$ cat config.mk
export PLATFORM = sky130hd
export DESIGN_NAME = uart_tx
export DESIGN_NICKNAME = d
export VERILOG_FILES = /design/src/rtl/uart_tx.sv
export SDC_FILE = /design/constraint.sdc
export NUM_CORES = 1
export LEC_CHECK = 0
export BUFFER_PORTS_ARGS = -buffer_cell sky130_fd_sc_hd__buf_2
export CORE_MARGIN = 5
export CORE_UTILIZATION = 48
export CTS_BUF_LIST = sky130_fd_sc_hd__clkbuf_16
export CTS_CLUSTER_SIZE = 14
export DETAILED_ROUTE_END_ITERATION = 12
export GPL_TIMING_DRIVEN = 0
export PLACE_DENSITY = 0.69
export SLEW_MARGIN = 5
export SYNTH_ARGS = -nofsm -noshare
export SYNTH_HDL_FRONTEND = slang
export SYNTH_SLANG_ARGS = --single-unit
export TNS_END_PERCENT = 100
$ cat constraint.sdc
create_clock -name clk -period 2.35 [get_ports clk]
set_input_delay 0.235 -clock clk [delete_from_list [all_inputs] [get_ports clk]]
set_output_delay 0.235 -clock clk [all_outputs]
set_load 0.01 [all_outputs]
$ cat src/rtl/uart_tx.sv
`timescale 1ns/1ps
`default_nettype none
// ============================================================================
// Module   : uart_tx
// Purpose  : UART transmitter. Serializes one NB_DATA-bit word per request
//            onto an idle-high line: start bit, data LSB first, optional
//            parity bit, stop bit. Bit timing is paced by the shared 16x
//            oversampling baud tick, so start/data/parity bits last 16 ticks
//            and the stop bit lasts NB_STOP ticks.
// Ports    : clk          system clock
//            i_rst_n      asynchronous active-low reset
//            i_tick       baud x16 tick, one clk wide
//            i_tx_start   transmit request, sampled only while idle
//            i_data       word to send, captured on acceptance
//            o_tx         registered serial line, idle high
//            o_busy       high while a frame is in progress
//            o_tx_done    one-clk pulse when a frame completes
// Revision : 1.0 - initial release
// ============================================================================
module uart_tx #(
    parameter int NB_DATA    = 8,
    parameter int NB_STOP    = 16,
    parameter int PARITY_EN  = 0,
    parameter int PARITY_ODD = 0
) (
    input  logic               clk,
    input  logic               i_rst_n,
    input  logic               i_tick,
    input  logic               i_tx_start,
    input  logic [NB_DATA-1:0] i_data,
    output logic               o_tx,
    output logic               o_busy,
    output logic               o_tx_done
);

    // The tick counter needs 4 bits for the 16-tick bits, and more only when
    // the stop interval is longer than 16 ticks.
    localparam int CNT_W = (NB_STOP > 16) ? $clog2(NB_STOP) : 4;
    localparam int BIT_W = (NB_DATA > 1) ? $clog2(NB_DATA) : 1;

    localparam logic [CNT_W-1:0] c_tick_last = CNT_W'(15);
    localparam logic [CNT_W-1:0] c_stop_last = CNT_W'(NB_STOP - 1);
    localparam logic [BIT_W-1:0] c_bit_last  = BIT_W'(NB_DATA - 1);

    typedef enum logic [4:0] {
        IDLE   = 5'b00001,
        START  = 5'b00010,
        DATA   = 5'b00100,
        PARITY = 5'b01000,
        STOP   = 5'b10000
    } state_t;

    state_t             state_q,    state_d;
    logic [CNT_W-1:0]   tick_cnt_q, tick_cnt_d;
    logic [BIT_W-1:0]   bit_cnt_q,  bit_cnt_d;
    logic [NB_DATA-1:0] shift_q,    shift_d;
    logic               parity_q,   parity_d;
    logic               tx_q,       tx_d;
    logic               busy_q,     busy_d;
    logic               done_q,     done_d;

    logic               w_tick_last;

    assign w_tick_last = (tick_cnt_q == c_tick_last);

    always_comb begin
        state_d    = state_q;
        tick_cnt_d = tick_cnt_q;
        bit_cnt_d  = bit_cnt_q;
        shift_d    = shift_q;
        parity_d   = parity_q;
        done_d     = 1'b0;

        case (state_q)
            IDLE: begin
                if (i_tx_start) begin
                    shift_d    = i_data;
                    // Parity is computed up front because the shift register
                    // no longer holds the whole word by the parity bit.
                    parity_d   = (^i_data) ^ 1'(PARITY_ODD);
                    tick_cnt_d = '0;
                    bit_cnt_d  = '0;
                    state_d    = START;
                end
            end
            START: begin
                if (i_tick) begin
                    if (w_tick_last) begin
                        tick_cnt_d = '0;
                        state_d    = DATA;
                    end else begin
                        tick_cnt_d = tick_cnt_q + CNT_W'(1);
                    end
                end
            end
            DATA: begin
                if (i_tick) begin
                    if (w_tick_last) begin
                        tick_cnt_d = '0;
                        shift_d    = shift_q >> 1;
                        if (bit_cnt_q == c_bit_last) begin
                            state_d = (PARITY_EN != 0) ? PARITY : STOP;
                        end else begin
                            bit_cnt_d = bit_cnt_q + BIT_W'(1);
                        end
                    end else begin
                        tick_cnt_d = tick_cnt_q + CNT_W'(1);
                    end
                end
            end
            PARITY: begin
                if (i_tick) begin
                    if (w_tick_last) begin
                        tick_cnt_d = '0;
                        state_d    = STOP;
                    end else begin
                        tick_cnt_d = tick_cnt_q + CNT_W'(1);
                    end
                end
            end
            STOP: begin
                if (i_tick) begin
                    if (tick_cnt_q == c_stop_last) begin
                        tick_cnt_d = '0;
                        state_d    = IDLE;
                        done_d     = 1'b1;
                    end else begin
                        tick_cnt_d = tick_cnt_q + CNT_W'(1);
                    end
                end
            end
            default: begin
                state_d = IDLE;
            end
        endcase

        // Outputs are decoded from the next state so the registered line
        // changes on the same edge as the state itself.
        case (state_d)
            START:   tx_d = 1'b0;
            DATA:    tx_d = shift_d[0];
            PARITY:  tx_d = parity_d;
            default: tx_d = 1'b1;
        endcase
        busy_d = (state_d != IDLE);
    end

    always_ff @(posedge clk or negedge i_rst_n) begin
        if (!i_rst_n) begin
            state_q    <= IDLE;
            tick_cnt_q <= '0;
            bit_cnt_q  <= '0;
            shift_q    <= '0;
            parity_q   <= 1'b0;
            tx_q       <= 1'b1;
            busy_q     <= 1'b0;
            done_q     <= 1'b0;
        end else begin
            state_q    <= state_d;
            tick_cnt_q <= tick_cnt_d;
            bit_cnt_q  <= bit_cnt_d;
            shift_q    <= shift_d;
            parity_q   <= parity_d;
            tx_q       <= tx_d;
            busy_q     <= busy_d;
            done_q     <= done_d;
        end
    end

    assign o_tx      = tx_q;
    assign o_busy    = busy_q;
    assign o_tx_done = done_q;

endmodule
`default_nettype wire

==> results.ini, run 1 <==
[clock_tree]
max-clock-path-buffers = 2
root_buffer = sky130_fd_sc_hd__clkbuf_16
cts_buffers = 3
ctsHtreeMaxLevel = 1
count_of_clock_tree_sinks = 24
clkLatencyLatePin_ns = 0.25
path_clk_slew_ns = 0.06
cts_tree = built

[placement]
hpwlAfterDp_um = 1948
gp_congestion = 0.8437
dpl_cell_area_um2 = 1430
post_place_worst_slack_ns = 0.08727
buffer_ports.inserted = 14

[worst_setup_path]
cpMostUsedCell = sky130_fd_sc_hd__buf_6
worst-endpoint-arrival_ns = 2.37
crit_buf_inv = 4
reg2reg_from = tick_cnt_q[0]
crit_family = simple AND/OR/NAND/NOR gates
timing.critical_path.from_type = register
worst-setup-path-type = reg2reg
crit_path_max_incr_delay_ns = 0.49
worst_path_cell_with_the_longest_stage_delay = sky130_fd_sc_hd__or4_4
critPathRequiredTime_ns = 2.49
timing.critical_path.to_type = register
worstPathCellList = ha_4 > and4_1 > buf_6 > a31oi_4 > or4_4 > buf_6 > buf_4 > a222oi_1 > inv_1
largest_fanout_on_the_critical_path = 6
cp-startpoint = tick_cnt_q[0]

[synth]
synth_largest_type_area_fraction = 0.4167
async_flop_share = 1.000
synthCells = 133
synth.top_cells.by_count = 22 x sky130_fd_sc_hd__dfrtp_1, 13 x sky130_fd_sc_hd__inv_1, 7 x sky130_fd_sc_hd__a222oi_1, 7 x sky130_fd_sc_hd__o21ai_0, 7 x sky130_fd_sc_hd__xnor2_1
top_cells_by_area_synth = sky130_fd_sc_hd__dfrtp_1 42%, sky130_fd_sc_hd__a222oi_1 5.3%, sky130_fd_sc_hd__xnor2_1 4.6%
prevailing_post_synth_register_cell = sky130_fd_sc_hd__dfrtp_1
synth.largest_area_cell = sky130_fd_sc_hd__dfrtp_1
netlist-cell-type-count = 49
syn_area_per_cell_um2 = 9.934
synth_seq_area_share = 0.4564
synth.yosys.warnings = 0
synth.net_count = 148
synth.ff_latch_count = 24
area_of_the_mapped_netlist_um2 = 1321
number_of_enable_type_register_cells_in_the_synthesized_netlist = 0
yosys.cell_count.top_type = sky130_fd_sc_hd__dfrtp_1

[detailed_routing]
wirelength_um = 2932
drc = 0
via_count = 1177
drtIter0Drc = 81
drt_pre_antenna_iters = 4
route.detailed.vias_per_inst = 6.130
routed_wire_length_per_instance_um = 15.27
route.antenna.remaining_nets = 0

[final_layout]
sequential_cell_area_um2 = 603.1
area.growth.synth_to_final_pct = 23.20
layout-drive-gt1-share = 0.2484
multi_input_area_um2 = 660.6
antenna-diode-count = 0
finish.instance_area_um2 = 1628
final.fill_count = 222
fin_nets = 177

[timing]
period_share = 0.9514
report.final.hold_viol_count = 0
pins_over_slew_limit = 0
tns_ns = 0
fmax_mhz = 447.3
setup_viol_count_final = 0
fin_crit_ns = 2.236
timing.slew.headroom = 0.6398
max_slew.worst_pin.slew_ns = 0.5404
final_critical_path_setup_slack_ns = 0.1143
rsz0062_at_grt = false
worst_slack_on_hold_paths_ns = 0.2181
final.setup_skew_ns = 0.001698

[global_route]
antenna_found_initial = 0
grt_pass1_vias = 1024
globalRoute.totalOverflow = 0
gr-usage-all-layers = 0.1455
grt_pass1_wl_um = 4747
pin_count_of_the_biggest_net_entering_global_routing = 25

[flow_run]
cap_viol_max_count = 0

[floorplan]
floorplan.initialDensity = 0.4918
ioPinCount = 15
die_area_um2 = 3902
die_h_um = 62.47
num_rows = 19
die-width_um = 62.47
core_region_area_um2 = 2686

[power_and_ir_drop]
max-vdd-ir-drop_uv = 639.8
cellPowerDensity_nw_per_um2 = 960.8
power.leakage_uw = 0.0007812

[worst_hold_path]
timing.hold.worst.class = in2reg
hold_wc_startpoint = i_data[5]

[status]
status = completed

[per-layer routing]
layer	share of wire	track usage	vias to the layer above
met5	0	0	-
met4	0.014	0.04775	0
met3	0.054	0.02698	5
met2	0.48	0.2293	42
met1	0.45	0.2007	576
li1	-	-	554
[cell families after synthesis]
family,synth area share
buffers and inverters,0.06723
xor gates and xnor gates,0.05303
AOI/OAI and AO/OA,0.2226
DFF,0.4564
adders and majority gates,0.02841
muxes,0.01610
and+or+nand+nor,0.1563
[metrics by stage]
step	cells	util	total power [uW]
6_report	192	0.6060	1564
5_1_grt	192	0.6060	1674
4_1_cts	183	0.5654	1502
3_5_place_dp	178	0.5324	1126
3_3_place_gp	178	0.5324	1106
2_1_floorplan	133	-	989.3
[worst reg2reg max path, cell delays in order (launching register included)]
cell	delay (ns)
sky130_fd_sc_hd__dfrtp_1	0.41
sky130_fd_sc_hd__ha_4	0.17
sky130_fd_sc_hd__and4_1	0.18
sky130_fd_sc_hd__buf_6	0.12
sky130_fd_sc_hd__a31oi_4	0.07
sky130_fd_sc_hd__or4_4	0.49
sky130_fd_sc_hd__buf_6	0.14
sky130_fd_sc_hd__buf_4	0.15
sky130_fd_sc_hd__a222oi_1	0.32
sky130_fd_sc_hd__inv_1	0.07
[placed cells by master (no fill, tap or decap), types with 3 or more instances in the layout]
cell type	n
sky130_fd_sc_hd__buf_2	15
sky130_fd_sc_hd__o21ai_0	7
sky130_fd_sc_hd__o22ai_1	3
sky130_fd_sc_hd__nand2_1	6
sky130_fd_sc_hd__nor2_1	3
sky130_fd_sc_hd__a222oi_1	7
sky130_fd_sc_hd__clkbuf_1	3
sky130_fd_sc_hd__a22o_1	3
sky130_fd_sc_hd__dfrtp_1	22
sky130_fd_sc_hd__buf_4	10
sky130_fd_sc_hd__a21oi_1	5
sky130_fd_sc_hd__clkbuf_16	3
sky130_fd_sc_hd__xnor2_1	7
sky130_fd_sc_hd__inv_1	13
sky130_fd_sc_hd__and3_1	3
sky130_fd_sc_hd__nand3_1	3
[registers in the layout, indices dropped and copies added (netlist names)]
name	flops
parity_q	1
o_busy	1
o_tx	1
tick_cnt_q	4
state_q	5
bit_cnt_q	3
o_tx_done	1
shift_q	8
[final timing paths]
kind                         endpoint  slack, ns  cells past startpoint
hold reg to reg              parity_q       0.49                      2
max in group asynchronous        o_tx       1.48                      2
setup reg to reg           shift_q[5]       0.11                      9
hold / removal             shift_q[5]       0.22                      3
setup / recovery           shift_q[5]       0.11                      9
min in group asynchronous      o_busy       0.50                      2
[report_power, final]
| group | total (uW) | switching [uW] | internal [uW] |
|---|---|---|---|
| registers | 623 | 76.4 | 547 |
| clock network | 366 | 139 | 227 |
| logic | 574 | 306 | 268 |
| total | 1560 | 522 | 1040 |
[final cells by class]
| type | instances | share of cell area |
|---|---|---|
| buffer | 7 | 0.02844 |
| clock inverter | 1 | 0.002306 |
| tap | 31 | 0.02383 |
| sequential | 24 | 0.3705 |
| inverter | 14 | 0.03228 |
| clock buffer | 3 | 0.04612 |
| multi-input combinational | 88 | 0.4058 |
| timing repair buffer | 24 | 0.09070 |
[what timing repair did]
item,4_1_cts,5_1_grt
endpoints found under the hold margin,22,0
hold buffers,1,0
resized for setup,0,9
buffers inserted,0,9
endpoints found under the setup margin,0,9
Note: power is estimated with default switching activity, not from simulation.
==> run 2, diff against run 1 <==
clock period = 2.8 ns   (was 2.35 ns; I/O delays follow)
==> run 2 against run 1 <==
Worst setup slack improved by 0.38 ns; routed wire length decreased by 7.4%; clock skew about the same; combinational power decreased by 26%; via count decreased by 6.3%; sequential share of layout area increased by 2.9 points; non-clock buffer count decreased by 10; sequential cell count unchanged; critical path depth decreased by 1; clock-buffer cell count unchanged.
==> results.ini, run 2 (synthesis results as in run 1) <==
[final_layout]
antenna-diode-count = 0  ; unchanged
multi_input_area_um2 = 629.4  ; was 660.6 um^2
area.growth.synth_to_final_pct = 14.20  ; was 23.20%
final_cell_mix = 22 x sky130_fd_sc_hd__dfrtp_1, 16 x sky130_fd_sc_hd__buf_2, 13 x sky130_fd_sc_hd__inv_1  ; was 22 x sky130_fd_sc_hd__dfrtp_1, 15 x sky130_fd_sc_hd__buf_2, 13 x sky130_fd_sc_hd__inv_1
largest_registers = shift_q (8), state_q (5), tick_cnt_q (4)  ; unchanged
fin_util = 0.5617  ; was 0.6060
final.fill_count = 231  ; was 222
flip_flop_count_of_the_largest_register_after_layout = 8  ; unchanged
top_register = shift_q  ; unchanged
layout-drive-gt1-share = 0.1854  ; was 0.2484
layout_commonest_cell = sky130_fd_sc_hd__dfrtp_1  ; unchanged
stdcell_count = 182  ; was 192
fin_nets = 167  ; was 177
sequential_cell_area_um2 = 603.1  ; unchanged
finish.instance_area_um2 = 1509  ; was 1628 um^2

[clock_tree]
clkLatencyLatePin_ns = 0.25  ; about the same
ctsHtreeMaxLevel = 1  ; unchanged
hold_fix_buffers_cts = 0  ; was 1
cts_tree = built  ; unchanged
max-clock-path-buffers = 2  ; unchanged
path_clk_slew_ns = 0.06  ; about the same
root_buffer = sky130_fd_sc_hd__clkbuf_16  ; unchanged
cts_buffers = 3  ; unchanged
post-cts-setup-buffers = 0  ; unchanged
resized_gates_after_cts = 0  ; unchanged
count_of_clock_tree_sinks = 24  ; unchanged

[status]
status = completed  ; unchanged

[global_route]
pin_count_of_the_biggest_net_entering_global_routing = 25  ; unchanged
gr-usage-all-layers = 0.1444  ; was 0.1455
grt_pass1_wl_um = 4705  ; was 4747 um
antenna_found_initial = 0  ; unchanged
globalRoute.totalOverflow = 0  ; unchanged
grt_pass1_vias = 1019  ; was 1,024

[detailed_routing]
route.antenna.remaining_nets = 0  ; unchanged
drt_pre_antenna_iters = 4  ; unchanged
via_count = 1103  ; was 1,177
drtIter0Drc = 65  ; was 81
route.detailed.vias_per_inst = 6.060  ; was 6.130
wirelength_um = 2715  ; was 2932 um
routed_wire_length_per_instance_um = 14.92  ; was 15.27 um
drc = 0  ; unchanged

[timing]
setup_viol_count_final = 0  ; unchanged
fin_crit_ns = 2.302  ; was 2.236 ns
rsz0062_at_grt = false  ; unchanged
fmax_mhz = 434.4  ; was 447.3 MHz
tns_ns = 0  ; unchanged
report.final.hold_viol_count = 0  ; unchanged
timing.slew.headroom = 0.6446  ; was 0.6398
final.setup_skew_ns = 0.001684  ; was 0.001698 ns
max_slew.worst_pin.slew_ns = 0.5331  ; was 0.5404 ns
pins_over_slew_limit = 0  ; unchanged
period_share = 0.8221  ; was 0.9514

[power_and_ir_drop]
clock_power_share = 0.246  ; was 0.234
cellPowerDensity_nw_per_um2 = 827.7  ; was 960.8 nW/um^2
power.leakage_uw = 0.0007264  ; was 0.0007812 uW
sw_frac_of_total = 0.3297  ; was 0.3335
p_int_uw = 837.2  ; was 1042 uW
max-vdd-ir-drop_uv = 521.5  ; was 639.8 uV
power.switching_uw = 411.8  ; was 521.6 uW
power_uw = 1249  ; was 1564 uW
power.combinational.fraction = 0.340  ; was 0.367
pwr-share-seq = 0.414  ; was 0.399

[placement]
dp.cells = 178  ; unchanged
buffer_ports.inserted = 14  ; unchanged
dpl_cell_area_um2 = 1430  ; unchanged
gp_congestion = 0.8437  ; unchanged
hpwlAfterDp_um = 1948  ; unchanged

[flow_run]
cap_viol_max_count = 0  ; unchanged

[floorplan]
core_region_area_um2 = 2686  ; unchanged
ioPinCount = 15  ; unchanged
die-width_um = 62.47  ; unchanged
die_area_um2 = 3902  ; unchanged
floorplan.initialDensity = 0.4918  ; unchanged
num_rows = 19  ; unchanged
die_h_um = 62.47  ; unchanged

[worst_setup_path]
worst-endpoint-arrival_ns = 2.46  ; was 2.37 ns
rrSetupSlack_ns = 0.50  ; was 0.11 ns
worstPathCellList = ha_1 > and4_1 > buf_4 > a31oi_1 > or4_1 > buf_2 > a222oi_1 > a21oi_1  ; was ha_4 > and4_1 > buf_6 > a31oi_4 > or4_4 > buf_6 > buf_4 > a222oi_1 > inv_1
timing.critical_path.from_type = register  ; unchanged
crit_path_max_incr_delay_ns = 0.43  ; was 0.49 ns
critPathRequiredTime_ns = 2.96  ; was 2.49 ns
timing.critical_path.to_type = register  ; unchanged
worst_path_cell_with_the_longest_stage_delay = sky130_fd_sc_hd__or4_1  ; was sky130_fd_sc_hd__or4_4
largest_fanout_on_the_critical_path = 9  ; was 6
worst-setup-path-type = reg2reg  ; unchanged

[worst_hold_path]
timing.hold.worst.class = in2async  ; was in2reg

## run 2: cell types whose count changed in the layout (fill, tap and decap cells not counted)
cell                            delta
sky130_fd_sc_hd__buf_4             -8
sky130_fd_sc_hd__buf_6             -2
sky130_fd_sc_hd__a31oi_1           +1
sky130_fd_sc_hd__a31oi_4           -1
sky130_fd_sc_hd__buf_2             +1
sky130_fd_sc_hd__dlygate4sd3_1     -1
sky130_fd_sc_hd__ha_1              +1
sky130_fd_sc_hd__ha_4              -1
sky130_fd_sc_hd__or4_1             +1
sky130_fd_sc_hd__or4_4             -1
## run 2: critical path, delay by kind of cell (launching register included)
kind | cells | cell delay [ns]
AOI/OAI and AO/OA | 3 | 0.60
DFF | 1 | 0.38
buffers and inverters | 2 | 0.34
and+or+nand+nor | 2 | 0.63
adders and majority gates | 1 | 0.25
## run 2: final cells by class
class / instances / area share
inverters: 14 / 0.03483
well taps: 31 / 0.02570
multi-input cells: 88 / 0.4171
clock buffers: 3 / 0.04975
plain buffers: 7 / 0.02405
repair buffers: 14 / 0.04643
flip-flops and latches: 24 / 0.3997
clock inverters: 1 / 0.002488
## run 2: through the flow
step / hold WS, ns / setup slack, ns
finish: 0.001333 / 0.4982
detailed placement: 0.2973 / 0.5373
global placement: 0.2875 / 0.5906
floorplan: -0.01559 / 0.7684
global route: 0.05023 / 0.2612
CTS: 0.02230 / 0.4844
## run 2: path summary, 6_finish.rpt
kind                               start         end  depth (start not counted)
setup / recovery           tick_cnt_q[0]        o_tx                          8
min in group clk               i_data[5]  shift_q[5]                          3
hold / removal                   i_rst_n      o_busy                          1
max in group asynchronous        i_rst_n        o_tx                          1
setup reg to reg           tick_cnt_q[0]        o_tx                          8
hold reg to reg               shift_q[4]  shift_q[3]                          2
## run 2: per-layer routing
layer / vias to the layer above / part of all wire / wire length [um] / track usage
met5: - / 0 / 0 / 0
met4: 0 / 0.013 / 36 / 0.04775
met3: 5 / 0.043 / 116 / 0.02878
met2: 25 / 0.48 / 1310 / 0.2267
met1: 540 / 0.46 / 1252 / 0.1984
li1: 533 / - / - / -
## run 2: power groups by stage
stage | Sequential [uW] | Combinational [uW] | Clock (uW)
2_1_floorplan | 514 | 316 | 0
3_3_place_gp | 519 | 409 | 0
3_5_place_dp | 523 | 422 | 0
4_1_cts | 517 | 427 | 316
5_1_grt | 531 | 479 | 334
6_report | 517 | 425 | 307
==> run 3, diff against run 2 <==
clock period = 2.4 ns   (was 2.8 ns; I/O delays follow)
==> run 3 against run 2 <==
Routed wire length is 5.0% higher; power is 21% higher; sequential power is 18% higher; first-iteration DRC count is 17% higher; non-clock buffer count is 8 higher; critical path depth is 1 higher; largest power group unchanged.
==> results.ini, run 3 (synthesis results as in run 1) <==
[clock_tree]
clkLatencyLatePin_ns = 0.25  ; about the same
count_of_clock_tree_sinks = 24  ; unchanged
cts_buffers = 3  ; unchanged
max-clock-path-buffers = 2  ; unchanged
cts_tree = built  ; unchanged
path_clk_slew_ns = 0.06  ; about the same
ctsHtreeMaxLevel = 1  ; unchanged
root_buffer = sky130_fd_sc_hd__clkbuf_16  ; unchanged

[timing]
pins_over_slew_limit = 0  ; unchanged
period_share = 0.9433  ; was 0.8221
final.setup_skew_ns = 0.001770  ; was 0.001684 ns
tns_ns = 0  ; unchanged
final_critical_path_setup_slack_ns = 0.1361  ; was 0.4982 ns
setup_viol_count_final = 0  ; unchanged
rsz0062_at_grt = false  ; unchanged
timing.slew.headroom = 0.6412  ; was 0.6446
fmax_mhz = 441.7  ; was 434.4 MHz
fin_crit_ns = 2.264  ; was 2.302 ns
max_slew.worst_pin.slew_ns = 0.5382  ; was 0.5331 ns
report.final.hold_viol_count = 0  ; unchanged

[detailed_routing]
drtIter0Drc = 76  ; was 65
met3WireLength_um = 144  ; was 116 um
drt_pre_antenna_iters = 4  ; unchanged
route.layer.met1.wl_um = 1303  ; was 1252 um
route.detailed.vias_per_inst = 6.058  ; was 6.060
routed.top_layer = met4  ; unchanged
wirelength_um = 2852  ; was 2715 um
via_count = 1151  ; was 1,103
met2RoutedLength_um = 1363  ; was 1310 um
routed_wire_length_per_instance_um = 15.01  ; was 14.92 um
route.antenna.remaining_nets = 0  ; unchanged
drc = 0  ; unchanged

[worst_setup_path]
worst-setup-path-type = reg2reg  ; unchanged
crit_family = simple AND/OR/NAND/NOR gates  ; unchanged
worst-endpoint-arrival_ns = 2.40  ; was 2.46 ns
crit_path_max_incr_delay_ns = 0.50  ; was 0.43 ns
timing.critical_path.to_type = register  ; unchanged
largest_fanout_on_the_critical_path = 7  ; was 9
worstPathCellList = ha_4 > and4_1 > buf_6 > a31oi_1 > or4_4 > buf_6 > buf_4 > a222oi_1 > inv_1  ; was ha_1 > and4_1 > buf_4 > a31oi_1 > or4_1 > buf_2 > a222oi_1 > a21oi_1
timing.critical_path.from_type = register  ; unchanged
worst_path_cell_with_the_longest_stage_delay = sky130_fd_sc_hd__or4_4  ; was sky130_fd_sc_hd__or4_1
cpMostUsedCell = sky130_fd_sc_hd__buf_6
crit_buf_inv = 4  ; was 2
critPathRequiredTime_ns = 2.54  ; was 2.96 ns

[power_and_ir_drop]
max-vdd-ir-drop_uv = 615.8  ; was 521.5 uV
power.leakage_uw = 0.0007689  ; was 0.0007264 uW
cellPowerDensity_nw_per_um2 = 949.7  ; was 827.7 nW/um^2

[global_route]
pin_count_of_the_biggest_net_entering_global_routing = 25  ; unchanged
gr-usage-all-layers = 0.1455  ; was 0.1444
antenna_found_initial = 0  ; unchanged
grt_pass1_wl_um = 4747  ; was 4705 um
grt_pass1_vias = 1024  ; was 1,019
globalRoute.totalOverflow = 0  ; unchanged

[floorplan]
floorplan.initialDensity = 0.4918  ; unchanged
die_h_um = 62.47  ; unchanged
die-width_um = 62.47  ; unchanged
core_region_area_um2 = 2686  ; unchanged
num_rows = 19  ; unchanged
ioPinCount = 15  ; unchanged
die_area_um2 = 3902  ; unchanged

[final_layout]
finish.instance_area_um2 = 1598  ; was 1509 um^2
largest_registers = shift_q (8), state_q (5), tick_cnt_q (4)  ; unchanged
layout-drive-gt1-share = 0.2327  ; was 0.1854
fin_util = 0.5948  ; was 0.5617
stdcell_count = 190  ; was 182
layout_commonest_cell = sky130_fd_sc_hd__dfrtp_1  ; unchanged
area.growth.synth_to_final_pct = 20.93  ; was 14.20%
fin_nets = 175  ; was 167
final_cell_mix = 22 x sky130_fd_sc_hd__dfrtp_1, 15 x sky130_fd_sc_hd__buf_2, 13 x sky130_fd_sc_hd__inv_1  ; was 22 x sky130_fd_sc_hd__dfrtp_1, 16 x sky130_fd_sc_hd__buf_2, 13 x sky130_fd_sc_hd__inv_1
flip_flop_count_of_the_largest_register_after_layout = 8  ; unchanged
antenna-diode-count = 0  ; unchanged
top_register = shift_q  ; unchanged

[placement]
dp.cells = 178  ; unchanged
hpwlAfterDp_um = 1948  ; unchanged
dpl_cell_area_um2 = 1430  ; unchanged
buffer_ports.inserted = 14  ; unchanged
post_place_worst_slack_ns = 0.1373  ; was 0.5373 ns
gp_congestion = 0.8437  ; unchanged

[worst_hold_path]
timing.hold.worst.class = in2reg  ; was in2async

[status]
status = completed  ; unchanged

[flow_run]
cap_viol_max_count = 0  ; unchanged

## run 3: power breakdown
group          switching, uW  internal (uW)  total [uW]
registers               73.6            535         609
logic                    290            259         550
clock network            136            222         359
total                    501           1020        1520
## run 3: stage by stage
stage	total power, uW	hold WS (ns)
3_3_place_gp	1083	0.2475
6_report	1517	0.2225
2_1_floorplan	968.7	-0.05559
4_1_cts	1471	0.2215
5_1_grt	1626	0.2314
3_5_place_dp	1103	0.2573
## run 3: worst register-to-register path, stage by stage (launching register included)
cell	delay (ns)
sky130_fd_sc_hd__dfrtp_1	0.41
sky130_fd_sc_hd__ha_4	0.17
sky130_fd_sc_hd__and4_1	0.18
sky130_fd_sc_hd__buf_6	0.12
sky130_fd_sc_hd__a31oi_1	0.10
sky130_fd_sc_hd__or4_4	0.50
sky130_fd_sc_hd__buf_6	0.14
sky130_fd_sc_hd__buf_4	0.15
sky130_fd_sc_hd__a222oi_1	0.32
sky130_fd_sc_hd__inv_1	0.07
## run 3: routing by layer
metal / GRT usage / vias to the layer above
met2: 0.2293 / 37
met3: 0.02698 / 5
met4: 0.04775 / 0
li1: - / 552
met1: 0.2007 / 557
met5: 0 / -
## run 3: layout make-up
| cell class | instances | area [um^2] |
|---|---|---|
| Sequential cell | 24 | 603.1 |
| Clock buffer | 3 | 75.07 |
| Timing Repair Buffer | 22 | 132.6 |
| Buffer | 7 | 46.29 |
| Tap cell | 31 | 38.79 |
| Fill cell | 227 | 1089 |
| Multi-Input combinational cell | 88 | 645.6 |
| Inverter | 14 | 52.55 |
| Clock inverter | 1 | 3.754 |
## run 3: path summary, 6_finish.rpt
path / cells past startpoint / start / slack (ns) / to
worst min register to register: 2 / parity_q / 0.49 / parity_q
worst max-delay path: 9 / tick_cnt_q[0] / 0.14 / shift_q[5]
min in group asynchronous: 2 / i_rst_n / 0.51 / o_busy
worst max register to register: 9 / tick_cnt_q[0] / 0.14 / shift_q[5]
max in group asynchronous: 2 / i_rst_n / 1.53 / o_tx
worst min-delay path: 3 / i_data[5] / 0.22 / shift_q[5]
## run 3: what timing repair did
item | CTS | global route
endpoints found under the hold margin | 22 | 0
setup buffers | 0 | 7
resized for setup | 0 | 7
setup endpoints to repair | 0 | 3
hold buffers | 1 | 0
